==> src/rtl/keypad_scanner.sv <==
// 4x4 keypad scanner: column scan, debounced press/release via external debouncer handshake.
// Optional KEY_HEX_MAP_EN maps {row,col} to the board legend hex digit instead of the raw code.
module keypad_scanner #(
  parameter logic [15:0] SCAN_DIV = 16'd1000
) (
  input  logic       clk,
  input  logic       reset,
  input  logic [3:0] rows,
  output logic [3:0] cols,
  output logic       reset_count,
  input  logic       count_done,
  output logic       key_valid,
  output logic [3:0] key_code,
  output logic       key_held
);

  typedef enum logic [2:0] {
    SCAN       = 3'd0,
    DB_PRESS   = 3'd1,
    PRESSED    = 3'd2,
    HOLD       = 3'd3,
    DB_RELEASE = 3'd4
  } state_t;

  state_t      state_q;
  logic [3:0]  rows_meta_q;
  logic [3:0]  rs_q;
  logic [15:0] scan_cnt_q;
  logic [1:0]  col_idx_q;
  logic [1:0]  row_q;
  logic [1:0]  col_q;
  logic [1:0]  guard_q;
  logic        reset_count_q;
  logic        key_valid_q;
  logic [3:0]  key_code_q;
  logic        key_held_q;

  logic        any_low;
  logic [1:0]  row_idx;
  logic        row_up;
  logic        cd_ok;
  logic [3:0]  code_d;

  assign any_low = (rs_q != 4'b1111);
  assign row_up  = rs_q[row_q];
  // A done pulse is only trusted once the debouncer has seen two quiet cycles after its restart.
  assign cd_ok   = count_done && (guard_q == 2'd0);

  always_comb begin
    row_idx = 2'd0;
    for (int i = 3; i >= 0; i--) begin
      if (!rs_q[i]) row_idx = 2'(i);
    end
  end

`ifdef KEY_HEX_MAP_EN
  always_comb begin
    code_d = 4'h0;
    case ({row_q, col_q})
      4'h0: code_d = 4'h1;
      4'h1: code_d = 4'h2;
      4'h2: code_d = 4'h3;
      4'h3: code_d = 4'hA;
      4'h4: code_d = 4'h4;
      4'h5: code_d = 4'h5;
      4'h6: code_d = 4'h6;
      4'h7: code_d = 4'hB;
      4'h8: code_d = 4'h7;
      4'h9: code_d = 4'h8;
      4'hA: code_d = 4'h9;
      4'hB: code_d = 4'hC;
      4'hC: code_d = 4'hE;
      4'hD: code_d = 4'h0;
      4'hE: code_d = 4'hF;
      4'hF: code_d = 4'hD;
      default: code_d = 4'h0;
    endcase
  end
`else
  assign code_d = {row_q, col_q};
`endif

  always_ff @(posedge clk or posedge reset) begin
    if (reset) begin
      state_q       <= SCAN;
      rows_meta_q   <= 4'b1111;
      rs_q          <= 4'b1111;
      scan_cnt_q    <= 16'd0;
      col_idx_q     <= 2'd0;
      row_q         <= 2'd0;
      col_q         <= 2'd0;
      guard_q       <= 2'd0;
      reset_count_q <= 1'b1;
      key_valid_q   <= 1'b0;
      key_code_q    <= 4'h0;
      key_held_q    <= 1'b0;
    end else begin
      rows_meta_q   <= rows;
      rs_q          <= rows_meta_q;
      reset_count_q <= 1'b0;
      key_valid_q   <= 1'b0;
      if (guard_q != 2'd0) guard_q <= guard_q - 2'd1;

      case (state_q)
        SCAN: begin
          // Rows lag a column change by the synchronizer depth, hence the settle window.
          if (any_low && (scan_cnt_q >= 16'd2)) begin
            row_q         <= row_idx;
            col_q         <= col_idx_q;
            reset_count_q <= 1'b1;
            guard_q       <= 2'd3;
            state_q       <= DB_PRESS;
          end else if (scan_cnt_q == SCAN_DIV - 16'd1) begin
            scan_cnt_q <= 16'd0;
            col_idx_q  <= col_idx_q + 2'd1;
          end else begin
            scan_cnt_q <= scan_cnt_q + 16'd1;
          end
        end
        DB_PRESS: begin
          if (row_up) begin
            scan_cnt_q <= 16'd0;
            state_q    <= SCAN;
          end else if (cd_ok) begin
            key_valid_q <= 1'b1;
            key_code_q  <= code_d;
            key_held_q  <= 1'b1;
            state_q     <= PRESSED;
          end
        end
        PRESSED: state_q <= HOLD;
        HOLD: begin
          if (row_up) begin
            reset_count_q <= 1'b1;
            guard_q       <= 2'd3;
            state_q       <= DB_RELEASE;
          end
        end
        DB_RELEASE: begin
          if (!row_up) begin
            state_q <= HOLD;
          end else if (cd_ok) begin
            key_held_q <= 1'b0;
            scan_cnt_q <= 16'd0;
            col_idx_q  <= col_idx_q + 2'd1;
            state_q    <= SCAN;
          end
        end
        default: state_q <= SCAN;
      endcase
    end
  end

  assign cols        = ~(4'b0001 << col_idx_q);
  assign reset_count = reset_count_q;
  assign key_valid   = key_valid_q;
  assign key_code    = key_code_q;
  assign key_held    = key_held_q;

endmodule
==> config.mk <==
export PLATFORM = sky130hd
export DESIGN_NAME = keypad_scanner
export DESIGN_NICKNAME = d
export VERILOG_FILES = /design/src/rtl/keypad_scanner.sv
export SDC_FILE = /design/constraint.sdc
export NUM_CORES = 1
export LEC_CHECK = 0
export CAP_MARGIN = 15
export CORE_MARGIN = 5
export CORE_UTILIZATION = 51
export CTS_CLUSTER_SIZE = 14
export DETAILED_ROUTE_END_ITERATION = 8
export HOLD_SLACK_MARGIN = 0.05
export PLACE_DENSITY = 0.7
export SYNTH_ARGS = -nofsm -noshare
export SYNTH_HDL_FRONTEND = slang
export SYNTH_SLANG_ARGS = --single-unit
export TNS_END_PERCENT = 30
==> constraint.sdc <==
create_clock -name clk -period 2.2 [get_ports clk]
set_clock_uncertainty 0.05 [all_clocks]
set_input_delay 0.44 -clock clk [delete_from_list [all_inputs] [get_ports clk]]
set_output_delay 0.44 -clock clk [all_outputs]
set_load 0.02 [all_outputs]
==> impl_metrics.csv <==
group,metric,value,unit
outcome,run_status,"finished, violations left",
outcome,violations,"negative setup slack",
min_path,min-delay-path-class,"reg2reg",
placement,port_buffers,17,
route,drt-total-wl,5110,um
grt,grt.busiest_layer,"met2",
pwr,seq_power_share,0.314,
pwr,p_leak,1.26,nW
worst_setup_path,slowest_stage,"dfrtp_1",
timing,slew-limit-headroom,0.658,
grt,track_usage,0.200,
worst_setup_path,rr_worst_depth,6,
clock_network,cts_tree,"done",
floorplan,die_w,74.5,um
route,drt_iter0_markers,119,
logic_synthesis,synth.distinct_cells,40,
worst_setup_path,path_class,"reg2reg",
final_layout,final_common_cell,"buf_4",
pwr,fin_total_pwr,3.31,mW
worst_setup_path,critical_path_buf_inv_count,1,
logic_synthesis,synthArstFlopShare,1.00,
logic_synthesis,ys_seq_area_frac,0.500,
route,vias_per_cell,5.84,
timing,fin_tns_setup,-248,ps
grt,grt_max_degree,43,
worst_setup_path,reg2reg_from,"scan_cnt_q[13]",
timing,fin_crit,2260,ps
final_layout,antenna_cells,0,
logic_synthesis,synth_nets,225,
floorplan,die_area,0.00555,mm^2
clock_network,clock-sinks,42,
clock_network,hold_buffers,0,
route,route.detailed.drc,0,
logic_synthesis,synth-edff-count,0,
placement,hpwl,3580,um
final_layout,final_cell_mix,"buf_4 (38), dfrtp_1 (33), o21ai_1 (17), inv_1 (16)",
final_layout,final_cell_area,0.00281,mm^2
timing,fin_ws,-60.2,ps
worst_setup_path,r2r_slack,-60,ps
worst_setup_path,crit_family,"simple AND/OR/NAND/NOR gates",
timing,fmaxAchievable,0.442,GHz
pwr,power_switching,1.38,mW
timing,whs,309,ps
floorplan,start_util,0.527,
pwr,p_comb_frac,0.536,
clock_network,cts_made_buffers,5,
logic_synthesis,postSynthCellCount,212,
grt,antenna_found_initial,0,
final_layout,fillers,310,
worst_setup_path,critPathMaxStageDelay,400,ps
timing,min_period_over_period,1.03,
grt,grt_use_met1,0.240,
logic_synthesis,yosys_warnings,0,
logic_synthesis,ys_ff_latch,42,
timing,tightest_slew,514,ps
min_path,min_from,"rows_meta_q[0]",
route,drtAntennaViolNets,0,
worst_setup_path,end_kind,"register",
pwr,clkPwrFrac,0.150,
logic_synthesis,avgSynthCellArea,10.0,um^2
min_path,hold_path_end,"rs_q[0]",
final_layout,fin_nets,279,
pwr,p_per_area,1180,mW/mm^2
clock_network,h-tree-depth,2,
grt,use_met3,0.0378,
min_path,min_delay_path_depth,0,
grt,met2_usage,0.358,
flow_run,maxCapViolCount,0,
placement,dpl-instance-area,0.00259,mm^2
logic_synthesis,synthesis.area,0.00212,mm^2
clock_network,clk_latency,300,ps
pwr,vdd_drop_max,0.668,mV
floorplan,rows,23,
route,dr.pass1.iters,4,
worst_setup_path,path_cells,"nor4_2, nand4_1, a221o_1, or3_4, buf_6, o41ai_4",
clock_network,root_buffer,"clkbuf_8",
route,wl_per_cell,16.1,um
grt,grt_first_pass_wirelength,8330,um
worst_setup_path,r2r-end,"scan_cnt_q[7]",
grt,globalRoute.totalOverflow,0,
final_layout,drive_gt1_frac,0.311,
floorplan,fp.coreArea,0.00403,mm^2
worst_setup_path,cp.arrival,2400,ps
worst_setup_path,crit_fanout,8,
floorplan,io_pins,18,
clock_network,cts.path.max_buffers,2,
clock_network,clkTransAtPathRegs,80,ps
placement,place.gp.congestion,0.892,
grt,grt_pass1_vias,1765,
logic_synthesis,ys.flop_type,"dfrtp_1",
worst_setup_path,startpoint_type,"register",
pwr,cell_internal_pwr,1.94,mW
route,dr_total_vias,1850,
pwr,swShare,0.415,
worst_setup_path,worstPathRequired,2340,ps
floorplan,die_h,74.5,um
final_layout,syn2layout_area_growth,32.5,%
timing,rsz0062_at_grt,"true",
timing,drv_slew,0,
timing,final-setup-viol-count,7,
timing,finalHoldViolCount,0,
-- logic make-up after synthesis --
logic type,share of synthesized area
xor+xnor,0.00825
mux,0.0371
compound gates,0.171
fa+ha+maj,0.0354
buf+inv,0.0566
flops,0.500
simple gates,0.192
-- cells in the mapped netlist (all sizes together), types with 6 or more instances --
cell type | number | area share
dfrtp | 33 | 0.39
o21ai | 23 | 0.054
inv | 16 | 0.028
nand2 | 15 | 0.027
nand3 | 12 | 0.031
nor2 | 12 | 0.021
dfstp | 9 | 0.11
nor3 | 9 | 0.021
a21oi | 8 | 0.019
nand4 | 8 | 0.024
clkbuf | 6 | 0.011
ha | 6 | 0.035
nor4 | 6 | 0.024
-- how the worst max path moves through the flow --
stage | start | endpoint | slack [ps] | cells after the start
after floorplan | scan_cnt_q[0] | scan_cnt_q[4] | -140 | 9
after global placement | count_done | scan_cnt_q[7] | -300 | 7
after detailed placement | count_done | scan_cnt_q[7] | -470 | 7
after CTS | rs_q[2] | scan_cnt_q[7] | -40 | 6
after global routing | scan_cnt_q[3] | scan_cnt_q[6] | -170 | 5
final | scan_cnt_q[13] | scan_cnt_q[7] | -60 | 6
-- registers in the layout, indices dropped and copies added, names as in the netlist --
register and flops:
state_q 3, row_q 2, scan_cnt_q 16, key_valid 1, col_q 2, rows_meta_q 4, key_code 4, key_held 1
rs_q 4, col_idx_q 2, reset_count 1, guard_q 2
-- what timing repair did --
item,4_1_cts,5_1_grt
buffers inserted,2,0
pin swaps,2,2
endpoints found under the setup margin,14,22
resized for setup,9,13
-- per-layer routing --
layer	share of wire	wire length, um
met4	0.014	72
met2	0.53	2710
met1	0.42	2130
met5	0	0
met3	0.039	201
-- worst register-to-register path, cell delays in order, from the launching register on --
cell and delay (ps):
dfrtp_1 400, nor4_2 370, nand4_1 210, a221o_1 370, or3_4 380, buf_6 170
o41ai_4 210
-- power by group through the flow --
stage          Clock [mW]  Sequential (mW)  Combinational, mW
6_report            0.498             1.04               1.77
5_1_grt             0.541             1.06               1.91
4_1_cts             0.502             1.04               1.66
3_5_place_dp            0             1.05               1.55
3_3_place_gp            0             1.04               1.48
2_1_floorplan           0             1.09              0.964
-- through the flow --
stage | utilization | cells | worst slack [ps]
finish | 0.698 | 317 | -60.2
global route | 0.698 | 317 | -167
CTS | 0.684 | 317 | -37.8
detailed placement | 0.643 | 307 | -467
global placement | 0.643 | 307 | -303
floorplan | - | 212 | -139
-- area by class of cell --
| class | count | area, um^2 | area share |
|---|---|---|---|
| clock buffer | 6 | 72.6 | 0.0258 |
| inverter | 16 | 60.1 | 0.0213 |
| timing repair buffer | 58 | 494 | 0.176 |
| sequential | 42 | 1060 | 0.378 |
| multi-input combinational | 143 | 1050 | 0.373 |
| clock inverter | 2 | 13.8 | 0.00489 |
| tap | 50 | 62.6 | 0.0222 |
Power figures use the tool's default switching activity.
